`src/rtl/vga_stream_out_pkg.sv`:
```
// Shared types and elaboration-time helpers for the VGA stream output stage.
package vga_out_pkg;

  typedef enum logic [1:0] {
    IDLE,
    SEEK,
    LOCKED
  } state_t;

  function automatic int unsigned total(input int unsigned active, input int unsigned fp,
                                        input int unsigned sync, input int unsigned bp);
    return active + fp + sync + bp;
  endfunction

  function automatic int unsigned clog2(input int unsigned x);
    int unsigned r;
    r = 0;
    while ((64'd1 << r) < 64'(x)) r++;
    return (r == 0) ? 1 : r;
  endfunction

endpackage

```
`src/rtl/vga_stream_out_if.sv`:
```
// Pixel stream handshake between the frame reader (master) and the raster output (slave).
interface vga_stream_out_if #(
  parameter int unsigned PIXEL_W = 16
);
  logic [PIXEL_W-1:0] snk_data;
  logic               snk_valid;
  logic               snk_sop;
  logic               snk_ready;

  modport master (output snk_data, output snk_valid, output snk_sop, input snk_ready);
  modport slave  (input snk_data, input snk_valid, input snk_sop, output snk_ready);
endinterface

```
`src/rtl/vga_stream_out_timing.sv`:
```
// Raster position counters and combinational decode of the current position.
module vga_timing_gen
  import vga_out_pkg::*;
#(
  parameter int unsigned H_ACTIVE = 640,
  parameter int unsigned H_FP     = 16,
  parameter int unsigned H_SYNC   = 96,
  parameter int unsigned H_BP     = 48,
  parameter int unsigned V_ACTIVE = 480,
  parameter int unsigned V_FP     = 10,
  parameter int unsigned V_SYNC   = 2,
  parameter int unsigned V_BP     = 33
) (
  input  logic clock,
  input  logic sreset,
  input  logic run,
  output logic active,
  output logic hs_act,
  output logic vs_act,
  output logic vblank_start,
  output logic at_origin
);

  localparam int unsigned H_TOTAL = total(H_ACTIVE, H_FP, H_SYNC, H_BP);
  localparam int unsigned V_TOTAL = total(V_ACTIVE, V_FP, V_SYNC, V_BP);
  // One spare code so sync end positions equal to the total still fit.
  localparam int unsigned HW = clog2(H_TOTAL + 1);
  localparam int unsigned VW = clog2(V_TOTAL + 1);

  logic [HW-1:0] h;
  logic [VW-1:0] v;

  always_ff @(posedge clock) begin
    if (sreset || !run) begin
      h <= '0;
      v <= '0;
    end else if (h == HW'(H_TOTAL - 1)) begin
      h <= '0;
      v <= (v == VW'(V_TOTAL - 1)) ? '0 : v + 1'b1;
    end else begin
      h <= h + 1'b1;
    end
  end

  always_comb begin
    active       = (h < HW'(H_ACTIVE)) && (v < VW'(V_ACTIVE));
    hs_act       = (h >= HW'(H_ACTIVE + H_FP)) && (h < HW'(H_ACTIVE + H_FP + H_SYNC));
    vs_act       = (v >= VW'(V_ACTIVE + V_FP)) && (v < VW'(V_ACTIVE + V_FP + V_SYNC));
    vblank_start = (h == '0) && (v == VW'(V_ACTIVE));
    at_origin    = (h == '0) && (v == '0);
  end

endmodule

```
`src/rtl/vga_stream_out.sv`:
```
// Raster output stage: aligns a packetised pixel stream to the raster and drives
// registered RGB, data-enable and sync outputs, reporting lock and error status.
module vga_stream_out
  import vga_out_pkg::*;
#(
  parameter int unsigned        PIXEL_W   = 16,
  parameter int unsigned        H_ACTIVE  = 640,
  parameter int unsigned        H_FP      = 16,
  parameter int unsigned        H_SYNC    = 96,
  parameter int unsigned        H_BP      = 48,
  parameter int unsigned        V_ACTIVE  = 480,
  parameter int unsigned        V_FP      = 10,
  parameter int unsigned        V_SYNC    = 2,
  parameter int unsigned        V_BP      = 33,
  parameter bit                 HS_POL    = 1'b0,
  parameter bit                 VS_POL    = 1'b0,
  parameter logic [PIXEL_W-1:0] BLANK_RGB = '0
) (
  input  logic               clock,
  input  logic               sreset,
  input  logic               enable,
  vga_stream_out_if.slave    snk,
  output logic [PIXEL_W-1:0] vga_rgb,
  output logic               vga_valid,
  output logic               vga_hsync,
  output logic               vga_vsync,
  output logic               locked,
  output logic               vblank_pulse,
  output logic [15:0]        underflow_count
);

  state_t      state;
  logic [15:0] err_count;
  logic        run;
  logic        active, hs_act, vs_act, vblank_start, at_origin;
  logic        ready;
  logic        lock_now;
  logic        err_now;

  assign run             = enable && (state != IDLE);
  assign underflow_count = err_count;
  assign snk.snk_ready   = ready;

  vga_timing_gen #(
    .H_ACTIVE (H_ACTIVE),
    .H_FP     (H_FP),
    .H_SYNC   (H_SYNC),
    .H_BP     (H_BP),
    .V_ACTIVE (V_ACTIVE),
    .V_FP     (V_FP),
    .V_SYNC   (V_SYNC),
    .V_BP     (V_BP)
  ) u_timing (
    .clock        (clock),
    .sreset       (sreset),
    .run          (run),
    .active       (active),
    .hs_act       (hs_act),
    .vs_act       (vs_act),
    .vblank_start (vblank_start),
    .at_origin    (at_origin)
  );

  // Errors are judged only in LOCKED and lock only in SEEK, so both can never fire together.
  always_comb begin
    lock_now = (state == SEEK) && at_origin && snk.snk_valid && snk.snk_sop;
    err_now  = (state == LOCKED) && active &&
               (!snk.snk_valid || (snk.snk_sop != at_origin));
    ready    = 1'b0;
    if (!sreset && enable) begin
      case (state)
        SEEK:    ready = !(snk.snk_valid && snk.snk_sop) || at_origin;
        LOCKED:  ready = active && !(snk.snk_valid && (snk.snk_sop != at_origin));
        default: ready = 1'b0;
      endcase
    end
  end

  always_ff @(posedge clock) begin
    if (sreset) begin
      state        <= IDLE;
      vga_rgb      <= '0;
      vga_valid    <= 1'b0;
      vga_hsync    <= ~HS_POL;
      vga_vsync    <= ~VS_POL;
      locked       <= 1'b0;
      vblank_pulse <= 1'b0;
      err_count    <= '0;
    end else if (!enable || state == IDLE) begin
      state        <= enable ? SEEK : IDLE;
      vga_rgb      <= '0;
      vga_valid    <= 1'b0;
      vga_hsync    <= ~HS_POL;
      vga_vsync    <= ~VS_POL;
      locked       <= 1'b0;
      vblank_pulse <= 1'b0;
    end else begin
      vga_hsync    <= hs_act ? HS_POL : ~HS_POL;
      vga_vsync    <= vs_act ? VS_POL : ~VS_POL;
      vga_valid    <= active;
      vblank_pulse <= vblank_start;
      vga_rgb      <= '0;
      case (state)
        SEEK: begin
          if (active) vga_rgb <= BLANK_RGB;
          if (lock_now) begin
            vga_rgb <= snk.snk_data;
            locked  <= 1'b1;
            state   <= LOCKED;
          end
        end
        LOCKED: begin
          if (err_now) begin
            vga_rgb <= BLANK_RGB;
            locked  <= 1'b0;
            state   <= SEEK;
            if (err_count != '1) err_count <= err_count + 16'd1;
          end else if (active) begin
            vga_rgb <= snk.snk_data;
          end
        end
        default: state <= IDLE;
      endcase
    end
  end

endmodule

```
`src/flat_wrapper.sv`:
```
// flat-port wrapper written by rule: the top's interface ports become plain ports
module vga_stream_out_flat import vga_out_pkg::*;
#(
  parameter int unsigned        PIXEL_W   = 16,
  parameter int unsigned        H_ACTIVE  = 640,
  parameter int unsigned        H_FP      = 16,
  parameter int unsigned        H_SYNC    = 96,
  parameter int unsigned        H_BP      = 48,
  parameter int unsigned        V_ACTIVE  = 480,
  parameter int unsigned        V_FP      = 10,
  parameter int unsigned        V_SYNC    = 2,
  parameter int unsigned        V_BP      = 33,
  parameter bit                 HS_POL    = 1'b0,
  parameter bit                 VS_POL    = 1'b0,
  parameter logic [PIXEL_W-1:0] BLANK_RGB = '0
)
  (clock, sreset, enable, vga_rgb, vga_valid, vga_hsync, vga_vsync, locked, vblank_pulse, underflow_count, snk_snk_data, snk_snk_valid, snk_snk_sop, snk_snk_ready);
  vga_stream_out_if #(.PIXEL_W(PIXEL_W)) snk_i ();
  input  logic clock;
  input  logic sreset;
  input  logic enable;
  output logic [PIXEL_W-1:0] vga_rgb;
  output logic vga_valid;
  output logic vga_hsync;
  output logic vga_vsync;
  output logic locked;
  output logic vblank_pulse;
  output logic [15:0] underflow_count;
  input wire logic [$bits(snk_i.snk_data)-1:0] snk_snk_data;
  input wire logic [$bits(snk_i.snk_valid)-1:0] snk_snk_valid;
  input wire logic [$bits(snk_i.snk_sop)-1:0] snk_snk_sop;
  output wire logic [$bits(snk_i.snk_ready)-1:0] snk_snk_ready;
  assign snk_i.snk_data = snk_snk_data;
  assign snk_i.snk_valid = snk_snk_valid;
  assign snk_i.snk_sop = snk_snk_sop;
  assign snk_snk_ready = snk_i.snk_ready;
  vga_stream_out #(.PIXEL_W(PIXEL_W), .H_ACTIVE(H_ACTIVE), .H_FP(H_FP), .H_SYNC(H_SYNC), .H_BP(H_BP), .V_ACTIVE(V_ACTIVE), .V_FP(V_FP), .V_SYNC(V_SYNC), .V_BP(V_BP), .HS_POL(HS_POL), .VS_POL(VS_POL), .BLANK_RGB(BLANK_RGB)) u_core (.clock(clock), .sreset(sreset), .enable(enable), .snk(snk_i), .vga_rgb(vga_rgb), .vga_valid(vga_valid), .vga_hsync(vga_hsync), .vga_vsync(vga_vsync), .locked(locked), .vblank_pulse(vblank_pulse), .underflow_count(underflow_count));
endmodule
```
`config.mk`:
```
export PLATFORM = sky130hd
export DESIGN_NAME = vga_stream_out_flat
export DESIGN_NICKNAME = d
export VERILOG_FILES = /design/src/rtl/vga_stream_out_pkg.sv /design/src/rtl/vga_stream_out_if.sv /design/src/rtl/vga_stream_out_timing.sv /design/src/rtl/vga_stream_out.sv /design/src/flat_wrapper.sv
export SDC_FILE = /design/constraint.sdc
export NUM_CORES = 1
export LEC_CHECK = 0
export BUFFER_PORTS_ARGS = -buffer_cell sky130_fd_sc_hd__buf_4
export CORE_ASPECT_RATIO = 1.25
export CORE_MARGIN = 4
export CORE_UTILIZATION = 58
export DETAILED_ROUTE_END_ITERATION = 10
export HOLD_SLACK_MARGIN = 0.1
export PLACE_DENSITY = 0.84
export SLEW_MARGIN = 20
export SYNTH_ARGS = -nofsm -noshare
export SYNTH_HDL_FRONTEND = slang
export SYNTH_SLANG_ARGS = --single-unit
```
`constraint.sdc`:
```
create_clock -name clock -period 4 [get_ports clock]
set_clock_uncertainty 0.2 [all_clocks]
set_input_delay 0 -clock clock [delete_from_list [all_inputs] [get_ports clock]]
set_output_delay 0 -clock clock [all_outputs]
set_load 0.01 [all_outputs]
```
==> out/qor.tcl <==
set qor(min_period_ps) 3330
set qor(ys_seq_elements) 59
set qor(muxShareOfSynthArea) 0.00366
set qor(route.antenna.remaining_nets) 0
set qor(synth_compound_gate_area_share) 0.143
set qor(initial_core_utilization) 0.609
set qor(routability_driven_placement_congestion_ratio) 0.812
set qor(setup_slack_of_the_worst_register_to_register_path_ps) 670
set qor(fin_tns_setup_ps) 0
set qor(ys_seq_area_frac) 0.432
set qor(yosys.area_share.simple) 0.267
set qor(timing.final.ws_setup_ps) 666
set qor(drt_first_pass_iters) 4
set qor(critical_path.startpoint_type) {flop}
set qor(cp-end-kind) {flop}
set qor(syn_area_mm2) 0.00274
set qor(cp.buffers_inverters) 2
set qor(grt_pass1_wl_um) 11100
set qor(dp_hpwl_um) 4440
set qor(asyncSetResetFlopFracSynth) 0
set qor(result_of_the_run) {finished clean}
set qor(worst_hold_path.num_cells) 3
set qor(synth-edff-count) 0
set qor(cp_data_required_time_ps) 4080
set qor(first_global_vias) 2455
set qor(coreArea_mm2) 0.00449
set qor(design.die.area_mm2) 0.00589
set qor(cts_max_level) 3
set qor(drcViolationCount) 0
set qor(finalNetCount) 412
set qor(dr_total_vias) 2482
set qor(layout_worst_path_cycle_share) 0.834
set qor(critPathMaxStageDelay_ps) 740
set qor(synth_top_family_by_area) {simple AND/OR/NAND/NOR gates}
set qor(post_synth_xor_area_fraction) 0.0640
set qor(clock_latency_on_the_worst_skew_pair_ps) 330
set qor(setup.worst_path.class) {flop to flop}
set qor(largest_fanout_on_the_critical_path) 7
set qor(postPlaceCellArea_mm2) 0.00319
set qor(finalHoldViolations) 0
set qor(drv.max_cap_violation_count) 0
set qor(clkSlewWorstSetupHoldPaths_ps) 60
set qor(layout.cells.most_common) {sky130_fd_sc_hd__dfxtp_1}
set qor(numCtsBuffers) 9
set qor(kind_of_path_behind_the_tightest_hold_check) {primary input to flop}
set qor(placedCellCount) 407
set qor(routed_wire_length_per_instance_um) 15.1
set qor(numPortBuffers) 58
set qor(mostFrequentLayoutCells) {sky130_fd_sc_hd__dfxtp_1, sky130_fd_sc_hd__buf_4, sky130_fd_sc_hd__nor2_1, sky130_fd_sc_hd__dlygate4sd3_1}
set qor(hold_path_startpoint) {snk_snk_data[7]}
set qor(synth_flop_cell) {sky130_fd_sc_hd__dfxtp_1}
set qor(max_transition_margin) 0.409
set qor(cts_buffer_depth) 2
set qor(mean_number_of_vias_per_cell) 5.62
set qor(grt_antenna_before_repair) 0
set qor(share_of_post_route_cells_with_drive_strength_above_1) 0.224
set qor(tritoncts) {yes}
set qor(yosys_warning_total) 0
set qor(mapped_avg_cell_area_um2) 9.03
set qor(postSynthNetCount) 334
set qor(grt_remaining_overflow) 0
set qor(cp.arrival_ps) 3410
set qor(largest_net_degree_at_the_start_of_global_routing) 19
set qor(worst-slew-pin-transition_ps) 886
set qor(hold_path_end) {u_core.vga_rgb[7]$_SDFF_PP0_}
set qor(power_density_mw_per_mm2) 322
set qor(grt.total_usage) 0.236
set qor(cpMaxStageDelayCell) {sky130_fd_sc_hd__or4_1}
set qor(boundaryPins) 59
set qor(post_cts_setup_driven_buffer_insertion_count) 0
set qor(antenna_cells) 0
set qor(instance_count_of_the_mapped_netlist) 303
set qor(register_to_register_path_depth) 9
set qor(detailedPlace.worstSlack_ps) 1140
set qor(netlist-cell-type-count) 48
set qor(final_area_mm2) 0.00359
set qor(timing.critical_path.max_delay_family) {simple AND/OR/NAND/NOR gates}
set qor(report.final.setup_viol) 0
set qor(leakagePower_uw) 0.00141
set qor(max_clock_freq_ghz) 0.300
set qor(instances_no_fill) 442
set qor(worst_ir_drop_vdd_mv) 0.272
set qor(initialDrtViolationCount) 188
set qor(layout-area-overhead-vs-synth_pct) 31.2
set qor(synth_adder_area_share) 0.0457
set qor(die_height_um) 84.8
set qor(worst_r2r_startpoint) {u_core.u_timing.v[0]$_SDFFE_PP0P_}
set qor(cell_chain_critical_path) {inv_1 > ha_1 > nor4b_2 > nand4_1 > or4_1 > a31oi_2 > nand3_1 > a21oi_1 > dlygate4sd3_1}
set qor(floorplan.rows) 27
set qor(clock_sink_count) 59
set qor(die_x_um) 69.4
set qor(totalWireLength_um) 6700
set qor(rsz0062_at_grt) {false}
set qor(root_buffer) {sky130_fd_sc_hd__clkbuf_8}
set qor(critical_path.reg2reg.endpoint) {u_core.underflow_count[9]$_SDFFE_PP0P_}
set qor(slew_viol_final) 0
cell usage after synthesis, types with 2 or more instances:
cell type	n	share of area
sky130_fd_sc_hd__nand2_1	15	0.021
sky130_fd_sc_hd__inv_1	19	0.026
sky130_fd_sc_hd__nor3_1	9	0.016
sky130_fd_sc_hd__nand2b_1	3	0.0069
sky130_fd_sc_hd__nand3_1	12	0.022
sky130_fd_sc_hd__o211ai_1	3	0.0082
sky130_fd_sc_hd__a31o_2	6	0.019
sky130_fd_sc_hd__and2_1	19	0.043
sky130_fd_sc_hd__clkbuf_1	8	0.011
sky130_fd_sc_hd__nor2b_1	5	0.011
sky130_fd_sc_hd__a21oi_1	14	0.026
sky130_fd_sc_hd__and3_1	6	0.014
sky130_fd_sc_hd__or4_1	5	0.014
sky130_fd_sc_hd__nand4_1	15	0.034
sky130_fd_sc_hd__nor2_1	33	0.045
sky130_fd_sc_hd__o21ai_0	4	0.0073
sky130_fd_sc_hd__xnor2_1	9	0.029
sky130_fd_sc_hd__buf_2	2	0.0037
sky130_fd_sc_hd__a21o_1	2	0.0055
sky130_fd_sc_hd__ha_1	10	0.046
sky130_fd_sc_hd__or3_1	4	0.0091
sky130_fd_sc_hd__a31o_1	2	0.0064
sky130_fd_sc_hd__and4_1	4	0.013
sky130_fd_sc_hd__dfxtp_1	59	0.43
sky130_fd_sc_hd__xor2_1	11	0.035
sky130_fd_sc_hd__a311oi_4	2	0.019
cell families after synthesis:
group | after synthesis
AO/OA/AOI/OAI | 47
adder cells (fa/ha/maj) | 10
multiplexers | 1
flip-flops | 59
XOR/XNOR | 20
AND/OR/NAND/NOR | 135
buffers and inverters | 31
state kept, by name, summed over array words and instances, names as in the netlist:
name / count
u_core.underflow_count: 16
u_core.vga_rgb: 16
u_core.u_timing.h: 10
u_core.u_timing.v: 10
u_core.state: 2
u_core.locked: 1
u_core.vblank_pulse: 1
u_core.vga_hsync: 1
u_core.vga_valid: 1
u_core.vga_vsync: 1
cell type report:
| type | instances | area [um2] |
|---|---|---|
| inverter | 19 | 71.3 |
| clock buffer | 13 | 179 |
| fill | 301 | 905 |
| tap | 58 | 72.6 |
| clock inverter | 1 | 7.51 |
| sequential | 59 | 1180 |
| timing repair buffer | 79 | 646 |
| multi-input combinational | 213 | 1430 |
worst register-to-register path, cell delays in order, from the launching register on:
cell and delay (ps):
sky130_fd_sc_hd__dfxtp_1 340, sky130_fd_sc_hd__inv_1 100, sky130_fd_sc_hd__ha_1 170, sky130_fd_sc_hd__nor4b_2 200
sky130_fd_sc_hd__nand4_1 250, sky130_fd_sc_hd__or4_1 740, sky130_fd_sc_hd__a31oi_2 450, sky130_fd_sc_hd__nand3_1 130
sky130_fd_sc_hd__a21oi_1 150, sky130_fd_sc_hd__dlygate4sd3_1 540
worst max path at each step:
stage | start | end | slack (ps) | cells past startpoint
floorplan | u_core.u_timing.v[0]$_SDFFE_PP0P_ | u_core.underflow_count[14]$_SDFFE_PP0P_ | 1450 | 9
global placement | u_core.u_timing.v[0]$_SDFFE_PP0P_ | u_core.underflow_count[14]$_SDFFE_PP0P_ | 1270 | 8
detailed placement | u_core.u_timing.v[0]$_SDFFE_PP0P_ | u_core.underflow_count[14]$_SDFFE_PP0P_ | 1140 | 8
CTS | u_core.u_timing.v[0]$_SDFFE_PP0P_ | u_core.underflow_count[9]$_SDFFE_PP0P_ | 690 | 9
global route | u_core.u_timing.v[1]$_SDFFE_PP0P_ | u_core.underflow_count[9]$_SDFFE_PP0P_ | 490 | 9
finish | u_core.u_timing.v[0]$_SDFFE_PP0P_ | u_core.underflow_count[9]$_SDFFE_PP0P_ | 670 | 9
power by group:
group | internal (uW) | switching, uW | total, uW
Combinational | 34.9 | 29.7 | 64.6
Clock | 285 | 215 | 501
Sequential | 589 | 1.59 | 591
layer usage:
layer / global-route usage / routed length, um / vias to the layer above
li1: - / - / 1221
met1: 0.252 / 2490 / 1154
met2: 0.428 / 3650 / 87
met3: 0.0551 / 340 / 20
met4: 0.119 / 214 / 0
met5: 0 / 0 / -
repair_timing:
action                                 4_1_cts  5_1_grt
hold buffers                                21        0
endpoints found under the hold margin       34        0
gates resized for setup                      0        0
metrics by stage:
step                      hold WS, ps  total power, uW   util
after CTS                         198             1160  0.799
after global placement          0.904              649  0.710
after detailed placement         3.76              650  0.710
final                             208             1160  0.799
after global routing              212             1200  0.799
after floorplan                 -78.3              630      -
(Power assumes the default switching activity.)
